===== src/rtl/fetch_unit.sv =====
// rtl/fetch_unit.sv - instruction fetch stage: PC/IR owner with imem req/ack handshake
//
// Purpose:
//   Owns the program counter and instruction register of the multicycle RV32
//   core. A fetch_req from the control unit starts one fetch. The request is
//   held on imem_req until imem_ack. The completion is reported with a
//   one-cycle fetch_done pulse. A misaligned PC at request time, or MAX_WAIT
//   request cycles without an ack, parks the unit in a sticky fault state.
//   Only reset leaves the fault state.
//
// Ports:
//   clk, reset       clock; asynchronous active-high reset
//   fetch_req        request one fetch (honoured only in IDLE)
//   pc_next_sel      0: pc <= pc+4, 1: pc <= branch_target (sampled at ack edge)
//   branch_target    jump/branch target from the datapath
//   imem_req         memory request, high for the whole REQ state
//   imem_addr        fetch address, equal to pc
//   imem_ack         memory response valid
//   imem_rdata       instruction word, valid with imem_ack
//   pc, pc_plus4     current PC (registered) and its combinational successor
//   ir               instruction register
//   fetch_done       one-cycle pulse once pc/ir hold the new values
//   busy             high while in REQ or DONE
//   fetch_fault      sticky fault flag

module fetch_unit #(
  parameter int              XLEN     = 32,
  parameter logic [XLEN-1:0] RESET_PC = 32'h0000_0000,
  parameter int              MAX_WAIT = 15
) (
  input  logic            clk,
  input  logic            reset,
  input  logic            fetch_req,
  input  logic            pc_next_sel,
  input  logic [XLEN-1:0] branch_target,
  output logic            imem_req,
  output logic [XLEN-1:0] imem_addr,
  input  logic            imem_ack,
  input  logic [XLEN-1:0] imem_rdata,
  output logic [XLEN-1:0] pc,
  output logic [XLEN-1:0] pc_plus4,
  output logic [XLEN-1:0] ir,
  output logic            fetch_done,
  output logic            busy,
  output logic            fetch_fault
);

  typedef enum logic [1:0] {
    S_IDLE  = 2'd0,
    S_REQ   = 2'd1,
    S_DONE  = 2'd2,
    S_FAULT = 2'd3
  } state_t;

  localparam logic [XLEN-1:0] NOP_INSN   = 32'h0000_0013;
  localparam logic [8:0]      MAX_WAIT_W = 9'(MAX_WAIT);

  state_t          r_state;
  state_t          w_state_next;
  logic [XLEN-1:0] r_pc;
  logic [XLEN-1:0] r_ir;
  logic [7:0]      r_wait_cnt;
  logic [8:0]      w_wait_inc;
  logic            w_timeout;
  logic [XLEN-1:0] w_pc_plus4;

  assign w_pc_plus4 = r_pc + 32'd4;

  // Count including the current REQ cycle: on the last of MAX_WAIT unacked
  // cycles this reaches MAX_WAIT, so imem_req is high exactly MAX_WAIT cycles.
  assign w_wait_inc = {1'b0, r_wait_cnt} + 9'd1;
  assign w_timeout  = (w_wait_inc >= MAX_WAIT_W);

  always_comb begin
    w_state_next = r_state;
    case (r_state)
      S_IDLE: begin
        if (fetch_req) begin
          // Misaligned PC faults before any memory request is issued.
          w_state_next = (r_pc[1:0] == 2'b00) ? S_REQ : S_FAULT;
        end
      end
      S_REQ: begin
        // An ack on the timeout cycle takes priority over the fault.
        if (imem_ack) begin
          w_state_next = S_DONE;
        end else if (w_timeout) begin
          w_state_next = S_FAULT;
        end
      end
      S_DONE:  w_state_next = S_IDLE;
      S_FAULT: w_state_next = S_FAULT;
      default: w_state_next = S_IDLE;
    endcase
  end

  always_ff @(posedge clk or posedge reset) begin
    if (reset) begin
      r_state    <= S_IDLE;
      r_pc       <= RESET_PC;
      r_ir       <= NOP_INSN;
      r_wait_cnt <= 8'd0;
    end else begin
      r_state <= w_state_next;
      case (r_state)
        S_IDLE: begin
          if (fetch_req) begin
            r_wait_cnt <= 8'd0;
          end
        end
        S_REQ: begin
          if (imem_ack) begin
            r_ir <= imem_rdata;
            r_pc <= pc_next_sel ? branch_target : w_pc_plus4;
          end else if (r_wait_cnt != 8'hFF) begin
            r_wait_cnt <= r_wait_cnt + 8'd1;
          end
        end
        default: ;
      endcase
    end
  end

  // All control outputs decode directly from the state register.
  assign imem_req    = (r_state == S_REQ);
  assign fetch_done  = (r_state == S_DONE);
  assign busy        = (r_state == S_REQ) || (r_state == S_DONE);
  assign fetch_fault = (r_state == S_FAULT);

  assign imem_addr = r_pc;
  assign pc        = r_pc;
  assign pc_plus4  = w_pc_plus4;
  assign ir        = r_ir;

endmodule


===== config.mk =====
export PLATFORM = sky130hd
export DESIGN_NAME = fetch_unit
export DESIGN_NICKNAME = d
export VERILOG_FILES = /design/src/rtl/fetch_unit.sv
export SDC_FILE = /design/constraint.sdc
export NUM_CORES = 1
export LEC_CHECK = 0
export ABC_AREA = 1
export CAP_MARGIN = 10
export CORE_MARGIN = 2
export CORE_UTILIZATION = 40
export DETAILED_ROUTE_END_ITERATION = 12
export GPL_ROUTABILITY_DRIVEN = 1
export PLACE_DENSITY = 0.78
export SYNTH_ARGS = -nofsm -noshare
export SYNTH_HDL_FRONTEND = slang
export SYNTH_SLANG_ARGS = --single-unit

===== constraint.sdc =====
create_clock -name clk -period 3.15 [get_ports clk]
set_clock_uncertainty 0.15 [all_clocks]
set_input_delay 0.63 -clock clk [delete_from_list [all_inputs] [get_ports clk]]
set_output_delay 0.63 -clock clk [all_outputs]
set_load 0.03 [all_outputs]

# After elaboration in Yosys (flattened, before gate mapping)
# Index checks and enable logic that the tools add are counted.
[classes]
add_sub_neg = 3
mul = 0
div_mod_pow = 0
n_lt_le_gt_ge = 1
eq_ne = 8
shift = 0
mux = 10
bitwise = 0
reduce_logical = 7
[op_table]
columns = ["operator", "count"]
rows = [
  ["32-bit by 3-bit adder with 32-bit output (second input constant)", 1],
  ["32-bit two-way mux", 1],
  ["8-bit two-way mux", 3],
  ["8-bit case mux with 2 select lines", 1],
  ["8-bit by 1-bit adder with 9-bit output (second input constant)", 1],
  ["9-bit by 4-bit greater-or-equal comparator with 1-bit output (second input constant)", 1],
  ["8-bit by 1-bit adder with 8-bit output (second input constant)", 1],
  ["2-bit two-way mux", 4],
  ["8-bit inequality test (second input constant)", 1],
  ["2-bit case mux with 4 select lines", 1],
  ["2-bit equality test (second input constant)", 2],
  ["2-bit zero test", 2],
  ["2-bit inequality test (second input constant)", 2],
  ["2-bit AND reduction", 2],
  ["4-bit AND reduction", 1],
  ["3-bit by 1-bit inequality test with 1-bit output (second input constant)", 1],
  ["2-bit by 1-bit equality test with 1-bit output (second input constant)", 1],
  ["2-bit by 1-bit inequality test with 1-bit output (second input constant)", 1],
  ["2-bit nonzero test", 1],
  ["1-bit logical OR", 1],
]
[totals]
regBits = 74
latch_bits = 0
ramBits = 0
rom_bits = 0
input_bits = 69
out_inout_bits = 132
wordCells = 33
n_memories = 0

# Depth between registers and ports, before layout
# Gate-level depths: netlist (run 1).
[logic_depth]
ltp_word = 5
ltp_mapped = 12
mapped_depth_nobuf = 12

# Worst setup path before layout (run 1)
# Ideal clock, no wire load.
[synth_timing]
kind = "flip-flop to output port"
from = "register r_pc[2], in the netlist imem_addr[2]"
to = "output pc_plus4[16]"
t_arrival_ns = 1.968
required_ns = 2.370
path_slack_ns = 0.402
path_stages_with_launch = 6
path_buffers = 0
path_cell_list = "dfrtp_1 -> ha_1 -> nand3_2 -> nor2_1 -> nand3_1 -> xor2_1"
[synth_between]
elab_chain_cells = 1
[synth_rtl]
columns = ["item", "line", "source"]
rows = [
  ["start: declaration", "60", "logic [XLEN-1:0] r_pc;"],
  ["start signal: assignment", "114", "r_pc <= pc_next_sel ? branch_target : w_pc_plus4;"],
  ["32-bit by 3-bit adder with 32-bit output", "67", "assign w_pc_plus4 = r_pc + 32'd4;"],
  ["end: declaration", "41", "output logic [XLEN-1:0] pc_plus4,"],
]
# No other way between the ends.

# Worst setup path after layout (run 1)
[layout_timing]
from = "register r_pc[20], in the netlist imem_addr[20]"
to = "output pc_plus4[31]"
# The elaborated chain is that of the path after synthesis.

==> results of run 1 <==
[what timing repair did]
| item | 4_1_cts | 5_1_grt |
|---|---|---|
| hold buffers | 0 | 0 |
| pin swaps | 0 | 0 |
| gates cloned | 0 | 0 |
| resized for setup | 22 | 7 |
| endpoints found under the setup margin | 22 | 6 |
[power groups by stage]
stage	clock [mW]	sequential, mW	combinational (mW)
floorplan	0	2.45	2.15
global placement	0	1.78	4.53
detailed placement	0	1.80	4.57
CTS	0.858	1.79	4.50
global route	0.909	1.85	4.76
finish	0.844	1.79	4.47
[stage by stage]
| step | power [mW] | hold slack (ns) | instance area, µm² | setup WS, ns |
|---|---|---|---|---|
| 2_1_floorplan | 4.61 | 0.338 | 4440 | 0.402 |
| 3_3_place_gp | 6.31 | 0.308 | 6410 | 0.252 |
| 3_5_place_dp | 6.37 | 0.315 | 6410 | 0.226 |
| 4_1_cts | 7.15 | 0.329 | 6610 | 0.0520 |
| 5_1_grt | 7.52 | 0.351 | 6620 | 0.0224 |
| 6_report | 7.11 | 0.322 | 6620 | 0.103 |
[worst max-delay path: stages, from the launching register on]
cell,delay [ns]
sky130_fd_sc_hd__dfrtp_1,0.49
sky130_fd_sc_hd__inv_1,0.16
sky130_fd_sc_hd__nor3_1,0.33
sky130_fd_sc_hd__nand2_1,0.17
sky130_fd_sc_hd__nor2_1,0.16
sky130_fd_sc_hd__nand3b_1,0.09
sky130_fd_sc_hd__nand2_1,0.11
sky130_fd_sc_hd__dlygate4sd2_1,0.41
[registers in the layout (all words and copies together), names as in the netlist]
signal / cells
imem_addr: 32
ir: 32
r_wait_cnt: 8
r_state: 2
[worst max-delay path by stage]
stage	startpoint	end	slack (ns)	cells past startpoint
2_1_floorplan	imem_addr[2]	pc_plus4[16]	0.40	5
3_3_place_gp	imem_addr[20]	pc_plus4[23]	0.25	7
3_5_place_dp	imem_addr[20]	pc_plus4[23]	0.23	7
4_1_cts	imem_addr[5]	pc_plus4[9]	0.05	6
5_1_grt	imem_addr[2]	pc_plus4[8]	0.02	7
6_report	imem_addr[20]	pc_plus4[31]	0.10	7
[synthesized netlist by cell type (2+ instances only)]
| master | number | area, µm² |
|---|---|---|
| sky130_fd_sc_hd__a22oi_1 | 28 | 210 |
| sky130_fd_sc_hd__buf_2 | 5 | 25.0 |
| sky130_fd_sc_hd__buf_4 | 34 | 255 |
| sky130_fd_sc_hd__clkbuf_1 | 9 | 33.8 |
| sky130_fd_sc_hd__dfrtp_1 | 71 | 1780 |
| sky130_fd_sc_hd__dfstp_2 | 3 | 78.8 |
| sky130_fd_sc_hd__ha_1 | 7 | 87.6 |
| sky130_fd_sc_hd__inv_1 | 44 | 165 |
| sky130_fd_sc_hd__inv_2 | 6 | 22.5 |
| sky130_fd_sc_hd__nand2_1 | 260 | 976 |
| sky130_fd_sc_hd__nand2_2 | 4 | 25.0 |
| sky130_fd_sc_hd__nand3_1 | 14 | 70.1 |
| sky130_fd_sc_hd__nand3_2 | 2 | 20.0 |
| sky130_fd_sc_hd__nand3b_1 | 10 | 75.1 |
| sky130_fd_sc_hd__nand4_1 | 3 | 18.8 |
| sky130_fd_sc_hd__nor2_1 | 40 | 150 |
| sky130_fd_sc_hd__nor2_2 | 4 | 25.0 |
| sky130_fd_sc_hd__nor2_4 | 3 | 33.8 |
| sky130_fd_sc_hd__nor3_1 | 6 | 30.0 |
| sky130_fd_sc_hd__nor3_2 | 6 | 60.1 |
| sky130_fd_sc_hd__nor3_4 | 2 | 32.5 |
| sky130_fd_sc_hd__o21ai_0 | 15 | 75.1 |
| sky130_fd_sc_hd__o21ai_1 | 2 | 10.0 |
| sky130_fd_sc_hd__xor2_1 | 11 | 96.3 |
| sky130_fd_sc_hd__xor2_2 | 2 | 32.5 |
[logic make-up (layout without fill, tap and decap cells)]
logic type / after synthesis / after routing / synth area share, %
AOI/OAI and AO/OA: 50 / 50 / 7.55
xor gates and xnor gates: 14 / 14 / 3.10
adders and majority gates: 7 / 7 / 1.97
buffers and inverters: 98 / 279 / 11.3
DFF: 74 / 74 / 41.8
and+or+nand+nor: 355 / 355 / 34.3
[layout make-up]
class                   count  area (µm²)  share of cell area (%)
inverters                  50         189                    2.85
clock inverters             7         100                    1.51
well taps                 140         175                    2.65
repair buffers            213        2080                    31.4
clock buffers               9         124                    1.87
multi-input cells         426        2100                    31.7
flip-flops and latches     74        1860                    28.0
[cells in the final DEF, fill, tap and decap left out, types with 4 or more instances in the layout]
cell	Yosys	layout
sky130_fd_sc_hd__a22oi_1	28	28
sky130_fd_sc_hd__nand3_1	14	14
sky130_fd_sc_hd__clkbuf_8	0	9
sky130_fd_sc_hd__dlygate4sd2_1	0	20
sky130_fd_sc_hd__nand3b_1	10	10
sky130_fd_sc_hd__buf_4	34	14
sky130_fd_sc_hd__nor2_2	4	5
sky130_fd_sc_hd__ha_1	7	6
sky130_fd_sc_hd__clkdlybuf4s50_1	0	175
sky130_fd_sc_hd__inv_1	44	43
sky130_fd_sc_hd__nor3_2	6	6
sky130_fd_sc_hd__inv_2	6	6
sky130_fd_sc_hd__nand2_2	4	4
sky130_fd_sc_hd__nor2_1	40	39
sky130_fd_sc_hd__o21ai_0	15	15
sky130_fd_sc_hd__xor2_1	11	10
sky130_fd_sc_hd__dfrtp_1	71	70
sky130_fd_sc_hd__nand2_1	260	260
sky130_fd_sc_hd__nor3_1	6	6
[metal layers]
metal	share of wire (%)	global-route usage [%]	up-vias
met5	0	0	-
met3	7.0	4.68	19
met2	49	40.4	163
met1	42	29.2	2103
met4	1.9	9.95	0
li1	-	-	2200
==> flow_metrics.env, run 1 <==
export IMPL_p_leak_nw=3.06
export IMPL_cap_viol_max_count=0
export IMPL_floorplan_io_pins=201
export IMPL_floorplan_core_area_um2=10800
export IMPL_layout_drive_gt1_share_pct=9.11
export IMPL_ctsRootBufferMaster="sky130_fd_sc_hd__clkbuf_8"
export IMPL_post_drt_wl_per_cell_um=15.3
export IMPL_final_fill_count=1005
export IMPL_reg2regPathDepth=8
export IMPL_dr_total_vias=4485
export IMPL_asyncSetResetFlopFracSynth_pct=100
export IMPL_synthesis_instances=598
export IMPL_crit_required_ns=2.37
export IMPL_post_cts_buffers=0
export IMPL_setup_total_neg_slack_ns=0
export IMPL_hold_class="reg -> reg"
export IMPL_count_of_antenna_violating_nets_left_after_detailed_routing=0
export IMPL_comb_power_share_pct=62.9
export IMPL_detail_route_drc_violations=0
export IMPL_cp_end_kind="output pin"
export IMPL_clock_insertion_delay_worst_skew_ns=0.35
export IMPL_viasPerCell=4.88
export IMPL_rr_startpoint="r_state[1]"
export IMPL_vdd_ir_drop_max_uv=470
export IMPL_synth_edf_count=0
export IMPL_place_inst=903
export IMPL_internal_power_mw=3.53
export IMPL_fmax_mhz=328
export IMPL_ctsLongestPathBuffers=2
export IMPL_share_of_total_power_in_sequential_cells_pct=25.2
export IMPL_first_iter_violations=281
export IMPL_mappedNetlistNets=674
export IMPL_mappedNetlistArea_um2=4440
export IMPL_drt_total_wl_um=14000
export IMPL_report_final_hold_viol_count=0
export IMPL_instances_no_fill=919
export IMPL_clock_sink_count=74
export IMPL_layout_min_cycle_time_ns=3.05
export IMPL_worst_r2r_setup_slack_ns=0.87
export IMPL_fp_dieW_um=109
export IMPL_finish_net_count=850
export IMPL_gp_routability_congestion=0.913
export IMPL_firstDrtPassIters=4
export IMPL_worst_r2r_endpoint="r_wait_cnt[3]"
export IMPL_groute_usage_overall_pct=23.7
export IMPL_grt_first_pass_wirelength_um=21900
export IMPL_power_net_switching_mw=3.58
export IMPL_critical_path_class="reg -> out"
export IMPL_synth_warning_count=0
export IMPL_synth_main_ff_cell="sky130_fd_sc_hd__dfrtp_1"
export IMPL_cts_made_buffers=9
export IMPL_critical_path_max_fanout=6
export IMPL_numPortBuffers=200
export IMPL_hold_start="ir[0]"
export IMPL_start_util_pct=41.0
export IMPL_post_route_period_util_pct=96.7
export IMPL_grt_remaining_overflow=0
export IMPL_synth_ff_latch_count=74
export IMPL_ys_seq_area_share_pct=41.8
export IMPL_htree_levels=3
export IMPL_area_growth_synth_to_final_pct=49.1
export IMPL_run_status="complete, no violations"
export IMPL_syn_area_per_cell_um2=7.43
export IMPL_switching_share_pct=50.3
export IMPL_pwr_density_cell_nw_per_um2=1070
export IMPL_pin_count_of_the_biggest_net_entering_global_routing=49
export IMPL_setup_repair_after_global_routing_missed_its_margin="no"
export IMPL_max_slew_worst_pin_slew_ns=0.631
export IMPL_cp_data_arrival_time_ns=2.27
export IMPL_place_hpwl_um=11000
export IMPL_antenna_found_initial=0
export IMPL_cts_clk_slew_worst_paths_ns=0.08
export IMPL_cp_start_kind="flip-flop"
export IMPL_timing_final_setup_violations=0
export IMPL_pwr_share_clk_pct=11.9
export IMPL_finish_utilization_pct=61.1
export IMPL_timing_hold_worst_path_depth=2
export IMPL_std_cell_rows=38
export IMPL_maxSlewViolCount=0
export IMPL_hold_path_end="ir[0]"
export IMPL_grt_pass1_vias=4414
export IMPL_die_area_um2=12000
export IMPL_num_antenna_cells=0
export IMPL_floorplan_die_height_um=109
export IMPL_number_of_distinct_library_cell_variants_in_the_gate_level_netlist_after_synthesis=32
export IMPL_clock_tree_from_tritoncts="yes"
export IMPL_slew_limit_headroom_pct=57.6
No activity file was read; power rests on OpenSTA's default activity.
==> run 2: changes to the inputs <==
Settings changed: CORE_MARGIN 2 to default.
==> run 2 against run 1 <==
  * Maximum frequency up 1.9%
  * Combinational power hardly changed
  * Die area fell by 3.6%
  * Utilization about the same
  * Largest power group unchanged
  * Sequential share of layout area is essentially flat
==> flow_metrics.env, run 2 (same netlist as run 1, synthesis figures left out) <==
export IMPL_run_status="complete, no violations"
export IMPL_max_slew_worst_pin_slew_ns=0.667
export IMPL_timing_final_setup_violations=0
export IMPL_fp_dieW_um=107
export IMPL_setup_repair_after_global_routing_missed_its_margin="no"
export IMPL_comb_power_share_pct=63.8
export IMPL_clock_insertion_delay_worst_skew_ns=0.35
export IMPL_htree_levels=3
export IMPL_detail_route_drc_violations=0
export IMPL_cpLargestDelayFamily="simple AND/OR/NAND/NOR gates"
export IMPL_vdd_ir_drop_max_uv=604
export IMPL_post_dp_cell_area_um2=6430
export IMPL_crit_path_max_incr_delay_ns=0.48
export IMPL_cap_viol_max_count=0
export IMPL_groute_usage_overall_pct=25.4
export IMPL_viasPerCell=4.96
export IMPL_critical_path_class="reg -> out"
export IMPL_area_growth_synth_to_final_pct=49.1
export IMPL_ctsRootBufferMaster="sky130_fd_sc_hd__clkbuf_8"
export IMPL_final_design_area_no_fill_um2=6620
export IMPL_power_net_switching_mw=3.57
export IMPL_hold_path_end="ir[0]"
export IMPL_pwr_share_clk_pct=10.6
export IMPL_whs_ns=0.323
export IMPL_ctsLongestPathBuffers=2
export IMPL_place_hpwl_um=11000
export IMPL_share_of_total_power_in_sequential_cells_pct=25.6
export IMPL_clock_tree_from_tritoncts="yes"
export IMPL_floorplan_core_area_um2=10800
export IMPL_timing_hold_worst_path_depth=2
export IMPL_maxSlewViolCount=0
export IMPL_hold_start="ir[0]"
export IMPL_post_cts_buffers=0
export IMPL_first_iter_violations=309
export IMPL_cts_clk_slew_worst_paths_ns=0.08
export IMPL_post_drt_wl_per_cell_um=15.2
export IMPL_num_antenna_cells=0
export IMPL_count_of_antenna_violating_nets_left_after_detailed_routing=0
export IMPL_layout_drive_gt1_share_pct=9.11
export IMPL_timing_critical_path_cells="nand2_2, nor3_2, nand2_1, inv_1, nand2_1, nand2_1, and2_4, dlygate4sd2_1"
export IMPL_grt_first_pass_wirelength_um=22400
export IMPL_pwr_density_cell_nw_per_um2=1060
export IMPL_floorplan_io_pins=201
export IMPL_path_common_cell="sky130_fd_sc_hd__nand2_1"
export IMPL_setup_total_neg_slack_ns=0
export IMPL_slowest_stage="sky130_fd_sc_hd__dfrtp_1"
export IMPL_internal_power_mw=3.47
export IMPL_firstDrtPassIters=6
export IMPL_dr_total_vias=4560
export IMPL_report_final_hold_viol_count=0
export IMPL_worst_r2r_setup_slack_ns=0.87
export IMPL_die_area_um2=11500
export IMPL_grt_remaining_overflow=0
export IMPL_hold_class="reg -> reg"
export IMPL_floorplan_die_height_um=107
export IMPL_start_util_pct=41.0
export IMPL_timing_critical_path_buf_inv=2
export IMPL_cp_start_kind="flip-flop"
export IMPL_finish_net_count=850
export IMPL_layout_cells_most_common_list="260 x sky130_fd_sc_hd__nand2_1, 176 x sky130_fd_sc_hd__clkdlybuf4s50_1, 70 x sky130_fd_sc_hd__dfrtp_1"
export IMPL_grt_pass1_vias=4600
export IMPL_critical_path_max_fanout=6
export IMPL_fmax_mhz=334
export IMPL_slew_limit_headroom_pct=55.5
export IMPL_cp_end_kind="output pin"
export IMPL_drt_total_wl_um=14000
export IMPL_clock_sink_count=74
export IMPL_cp_data_arrival_time_ns=2.21
export IMPL_rr_startpoint="r_state[1]"
export IMPL_gp_routability_congestion=0.931
export IMPL_crit_required_ns=2.37
export IMPL_post_route_period_util_pct=94.9
export IMPL_layout_min_cycle_time_ns=2.99
export IMPL_layout_cells_most_common="sky130_fd_sc_hd__nand2_1"
export IMPL_finalPower_mw=7.04
export IMPL_antenna_found_initial=0
export IMPL_reg2regPathDepth=7
export IMPL_switching_share_pct=50.8
export IMPL_worst_r2r_endpoint="r_wait_cnt[3]"
export IMPL_cts_made_buffers=9
export IMPL_p_leak_nw=3.06
export IMPL_std_cell_rows=38
export IMPL_pin_count_of_the_biggest_net_entering_global_routing=37
export IMPL_numPortBuffers=200
[run 2: timing repair]
item | 4_1_cts | 5_1_grt
hold endpoints to repair | 0 | 0
pin swaps | 0 | 0
hold buffers | 0 | 0
gates resized for setup | 21 | 9
setup endpoints to repair | 20 | 7
cloned | 0 | 0
[run 2: worst max path at each step]
| stage | start | cells after the start | slack (ns) | endpoint |
|---|---|---|---|---|
| after floorplan | imem_addr[2] | 5 | 0.40 | pc_plus4[16] |
| after global placement | imem_addr[4] | 6 | 0.22 | pc_plus4[11] |
| after detailed placement | imem_addr[3] | 6 | 0.19 | pc_plus4[8] |
| after CTS | imem_addr[4] | 7 | 0.0008 | pc_plus4[20] |
| after global routing | imem_addr[13] | 7 | 0.002 | pc_plus4[22] |
| final | imem_addr[6] | 8 | 0.16 | pc_plus4[13] |
[run 2: cell type report]
type	instances	area [µm²]
well taps	140	175
multi-input cells	426	2110
clock buffers	10	128
flip-flops and latches	74	1860
fillers	1010	4220
inverters	50	189
clock inverters	6	66.3
repair buffers	213	2100
[run 2: tightest hold or removal path: cells and delay by family, from the launching register on]
family / cells / cell delay, ns
flops: 1 / 0.37
simple gates: 2 / 0.10
[run 2: routing by layer]
metal / up-vias / GRT usage, % / routed length (µm) / share of wire [%]
met5: - / 0 / 0 / 0
met4: 0 / 11.9 / 371 / 2.7
met3: 23 / 5.21 / 952 / 6.8
met2: 172 / 44.7 / 6920 / 50
met1: 2165 / 29.6 / 5720 / 41
li1: 2200 / - / - / -
[run 2: power groups by stage]
stage               registers, mW  logic [mW]  clock network [mW]
floorplan                    2.45        2.15                   0
global placement             1.79        4.53                   0
detailed placement           1.80        4.59                   0
CTS                          1.80        4.52               0.769
global route                 1.86        4.78               0.812
finish                       1.80        4.49               0.747
[run 2: stage by stage]
step	worst slack [ns]	utilization [%]	std cells
6_report	0.159	61.1	919
5_1_grt	0.00246	61.1	919
2_1_floorplan	0.402	-	598
3_5_place_dp	0.190	59.3	903
3_3_place_gp	0.225	59.3	903
4_1_cts	0.000783	60.9	919
==> run 3: changes to the inputs <==
Settings changed: PLACE_DENSITY 0.78 to default, PLACE_DENSITY_LB_ADDON from default to 0.3.
==> run 3 against run 2 <==
  * Routed wire length decreased by 2.9%
  * Combinational power shrank 1%
  * Sequential power barely moved
  * Clock power is 5.8% higher
  * Global-route usage fell by 0.94 points
  * Utilization is essentially flat
==> flow_metrics.env, run 3 (same netlist as run 1, synthesis figures left out) <==
export IMPL_run_status="complete, no violations"
export IMPL_first_iter_violations=285
export IMPL_layout_drive_gt1_share_pct=9.38
export IMPL_finish_net_count=849
export IMPL_critical_path_class="reg -> out"
export IMPL_cap_viol_max_count=0
export IMPL_layout_min_cycle_time_ns=3.04
export IMPL_viasPerCell=4.87
export IMPL_hold_start="ir[0]"
export IMPL_worst_r2r_setup_slack_ns=0.93
export IMPL_place_hpwl_um=10600
export IMPL_grt_pass1_vias=4249
export IMPL_area_growth_synth_to_final_pct=49.0
export IMPL_clock_tree_from_tritoncts="yes"
export IMPL_worst_r2r_endpoint="r_wait_cnt[6]"
export IMPL_cts_made_buffers=9
export IMPL_ctsRootBufferMaster="sky130_fd_sc_hd__clkbuf_8"
export IMPL_hold_path_end="ir[0]"
export IMPL_clock_insertion_delay_worst_skew_ns=0.36
export IMPL_cp_end_kind="output pin"
export IMPL_reg2regPathDepth=8
export IMPL_floorplan_io_pins=201
export IMPL_htree_levels=3
export IMPL_crit_required_ns=2.37
export IMPL_grt_remaining_overflow=0
export IMPL_setup_repair_after_global_routing_missed_its_margin="no"
export IMPL_gp_routability_congestion=0.932
export IMPL_post_place_ws_ns=0.178
export IMPL_detail_route_drc_violations=0
export IMPL_layout_cells_most_common="sky130_fd_sc_hd__nand2_1"
export IMPL_num_antenna_cells=0
export IMPL_clock_sink_count=74
export IMPL_cp_data_arrival_time_ns=2.26
export IMPL_post_route_period_util_pct=96.4
export IMPL_numPortBuffers=200
export IMPL_p_leak_nw=3.06
export IMPL_groute_usage_overall_pct=24.5
export IMPL_rr_startpoint="r_state[1]"
export IMPL_floorplan_core_area_um2=10800
export IMPL_std_cell_rows=38
export IMPL_hold_class="reg -> reg"
export IMPL_layout_cells_most_common_list="260 x sky130_fd_sc_hd__nand2_1, 176 x sky130_fd_sc_hd__clkdlybuf4s50_1, 66 x sky130_fd_sc_hd__dfrtp_1"
export IMPL_post_drt_wl_per_cell_um=14.8
export IMPL_timing_final_setup_violations=0
export IMPL_die_area_um2=11500
export IMPL_maxSlewViolCount=0
export IMPL_ctsLongestPathBuffers=2
export IMPL_post_cts_buffers=0
export IMPL_antenna_found_initial=0
export IMPL_timing_hold_worst_path_depth=2
export IMPL_grt_first_pass_wirelength_um=21600
export IMPL_report_final_hold_viol_count=0
export IMPL_fmax_mhz=329
export IMPL_dr_total_vias=4469
export IMPL_floorplan_die_height_um=107
export IMPL_cp_start_kind="flip-flop"
export IMPL_firstDrtPassIters=5
export IMPL_count_of_antenna_violating_nets_left_after_detailed_routing=0
export IMPL_start_util_pct=41.0
export IMPL_vdd_ir_drop_max_uv=534
export IMPL_slew_limit_headroom_pct=57.2
export IMPL_max_slew_worst_pin_slew_ns=0.638
export IMPL_pwr_density_cell_nw_per_um2=1060
export IMPL_final_fill_count=1008
export IMPL_setup_total_neg_slack_ns=0
export IMPL_fp_dieW_um=107
export IMPL_pin_count_of_the_biggest_net_entering_global_routing=37
export IMPL_worst_slack_ns=0.114
export IMPL_cts_clk_slew_worst_paths_ns=0.09
export IMPL_critical_path_max_fanout=5
export IMPL_drt_total_wl_um=13600
==> run 3: worst max-delay path by stage <==
stage / depth (start not counted) / to / start / slack [ns]
4_1_cts: 7 / pc_plus4[20] / imem_addr[15] / 0.001
3_5_place_dp: 8 / pc_plus4[26] / imem_addr[3] / 0.18
2_1_floorplan: 5 / pc_plus4[16] / imem_addr[2] / 0.40
3_3_place_gp: 8 / pc_plus4[26] / imem_addr[3] / 0.19
6_report: 4 / pc_plus4[6] / imem_addr[3] / 0.11
5_1_grt: 7 / pc_plus4[10] / imem_addr[3] / 0.001
==> run 3: repair_timing <==
action	4_1_cts	5_1_grt
hold buffers	0	0
pin swaps	0	0
setup endpoints to repair	21	5
gates resized for setup	22	7
==> run 3: layout make-up <==
class                           count  area, µm²  area share (%)
Clock buffer                        9        124            1.87
Multi-Input combinational cell    426       2090            31.6
Clock inverter                      7       82.6            1.25
Sequential cell                    74       1860            28.1
Inverter                           50        189            2.85
Tap cell                          140        175            2.65
Timing Repair Buffer              212       2100            31.7
==> run 3: report_power, final <==
group | switching, mW | internal, mW
logic | 2.70 | 1.73
clock network | 0.410 | 0.380
registers | 0.456 | 1.36
total | 3.57 | 3.47
==> run 3: metal layers <==
layer  track usage, %  vias up  share of wire [%]
met5                0        -                  0
met4             7.73        0                1.3
met3             6.17       12                7.8
met2             40.6      186                 46
met1             31.3     2070                 45
li1                 -     2201                  -
==> run 3: worst max-delay path, stage by stage, from the launching register on <==
cell                              delay, ns
sky130_fd_sc_hd__dfrtp_1               0.44
sky130_fd_sc_hd__ha_2                  0.30
sky130_fd_sc_hd__nand3_2               0.18
sky130_fd_sc_hd__xnor2_1               0.26
sky130_fd_sc_hd__clkdlybuf4s50_1       0.72
==> run 3: through the flow <==
step / instances / util (%) / instance area, µm² / power [mW] / hold slack [ns]
finish: 918 / 61.1 / 6620 / 7.04 / 0.327
global route: 918 / 61.1 / 6620 / 7.45 / 0.350
CTS: 918 / 61.0 / 6610 / 7.08 / 0.330
detailed placement: 902 / 59.2 / 6420 / 6.33 / 0.314
global placement: 902 / 59.2 / 6420 / 6.27 / 0.308
floorplan: 598 / - / 4440 / 4.61 / 0.338
==> RTL change: new RTL, settings of run 2 <==
Set the parameter `MAX_WAIT` to 8 (it was 15).
--- a/src/rtl/fetch_unit.sv
+++ b/src/rtl/fetch_unit.sv
@@ -26,7 +26,7 @@
 module fetch_unit #(
   parameter int              XLEN     = 32,
   parameter logic [XLEN-1:0] RESET_PC = 32'h0000_0000,
-  parameter int              MAX_WAIT = 15
+  parameter int              MAX_WAIT = 8
 ) (
   input  logic            clk,
   input  logic            reset,
Formal check against the unedited RTL: not equivalent (a bounded check fails within 10 cycles, from zero or initial values and one cycle with reset high).
==> RTL change against run 2 <==
- worst hold slack worse by 0.0039 ns
- routed wire length about the same
- area after synthesis up 0.59%
- cell area up 0.26%
- setup slack worse by 0.036 ns
- critical path type unchanged
- register-to-register slack better by 0.28 ns
- total power up 1.3%
- largest cell class is now non-clock buffers
- sequential cell count unchanged
==> RTL change: results (changes against run 2) <==
metric	value	unit	change
p_leak	3.048	nW	-0.43%
first_pass_iters	5		-1
dp_hpwl	10.73	mm	-2.3%
yosys-top-cells-area	dfrtp_1 (40%), nand2_1 (20%), buf_4 (6.0%)		
route.met3.wl	810	um	-15%
synthDistinctLibCells	35		+9.4%
grt_pass1_wl	21.90	mm	-2.2%
run_status	finished clean		
layout.nonclk_buf_share	31.42	%	-0.29 points
synth_xor_area_share	3.611	%	+0.51 points
worst-r2r-cell-count	10		+3
num-multi-input-gates	413		-3.1%
whs_endpoint	ir[1]		
r2r_slack	1.15	ns	+0.28 ns
pre_cts_ws	0.2087	ns	+0.01917 ns
synth_compound_area_share	7.503	%	-0.044 points
vias_per_cell	4.987		+0.50%
cts-root-buf	clkbuf_8		
holdWs	0.3186	ns	-0.003885 ns
nNonClkInverters	58		+16%
slowest_delay	0.45	ns	-0.03 ns
rr_endpoint	r_wait_cnt[0]		
grt_use_met3	4.419	%	-0.79 points
grt_pass1_vias	4580		-0.43%
min_path_type	flop to flop		
multi_input_area	2085	um^2	-1.1%
drt_iter0_drc	188		-39%
synth-adder-area-share	1.680	%	-0.29 points
drive_gt1_share	9.819	%	+0.70 points
hold_start	ir[1]		
seq_area_frac_synth	41.52	%	-0.25 points
cts_resized	22		+4.8%
gp_congestion	0.9693		+4.1%
wl_met2	7.105	mm	+2.7%
wl_per_cell	15.27	um	+0.50%
track_usage	24.61	%	-0.82 points
synth_common_cells	nand2_1 (240), dfrtp_1 (71), inv_1 (49), buf_4 (36), nor2_1 (32)		
met2_usage	45.42	%	+0.72 points
grt_max_degree	75		+100%
crit_slowest_cell	dfrtp_1		
cts_setup_buffers	0		unchanged
use_met1	26.54	%	-3.0 points
RTL change: cell count changes after synthesis, sizes merged, moves of 2 or more:
cell	delta
nand2	-17
nand3	+10
nand3b	-7
nor2	-7
nor3	+7
buf	+6
inv	+6
clkbuf	-4
a21oi	+2
clkinv	+2
RTL change: worst max-delay path, delay by kind of cell, from the launching register on:
family | cells | cell delay, ns
flip-flops | 1 | 0.45
AND/OR/NAND/NOR | 3 | 0.69
XOR/XNOR | 1 | 0.16
buffers and inverters | 2 | 0.59
RTL change: logic make-up (layout without fill, tap and decap cells):
logic type	Yosys count	count (layout)
buf+inv	108	287
xor+xnor	15	15
flops	74	74
simple gates	341	341
compound gates	51	51
fa+ha+maj	6	6
RTL change: how the worst max path moves through the flow:
stage,startpoint,slack [ns],cells past startpoint,endpoint
2_1_floorplan,imem_addr[2],0.47,5,pc_plus4[16]
3_3_place_gp,imem_addr[13],0.22,7,pc_plus4[25]
3_5_place_dp,imem_addr[6],0.21,7,pc_plus4[27]
4_1_cts,imem_addr[3],0.03,6,pc_plus4[8]
5_1_grt,imem_addr[2],-0.002,9,pc_plus4[20]
6_report,imem_addr[13],0.12,6,pc_plus4[17]
RTL change: through the flow:
step | TNS, ns | power (mW) | instance area [um^2] | util, % | std cells
floorplan | 0 | 4.651 | 4469 | - | 595
global placement | 0 | 6.319 | 6426 | 59.28 | 898
detailed placement | 0 | 6.391 | 6426 | 59.28 | 898
CTS | 0 | 7.167 | 6623 | 61.09 | 914
global route | -0.001794 | 7.541 | 6641 | 61.27 | 914
finish | 0 | 7.129 | 6641 | 61.27 | 914
RTL change: where the power goes:
part | switching [mW] | internal (mW)
sequential | 0.422 | 1.35
combinational | 2.80 | 1.73
clock | 0.379 | 0.449
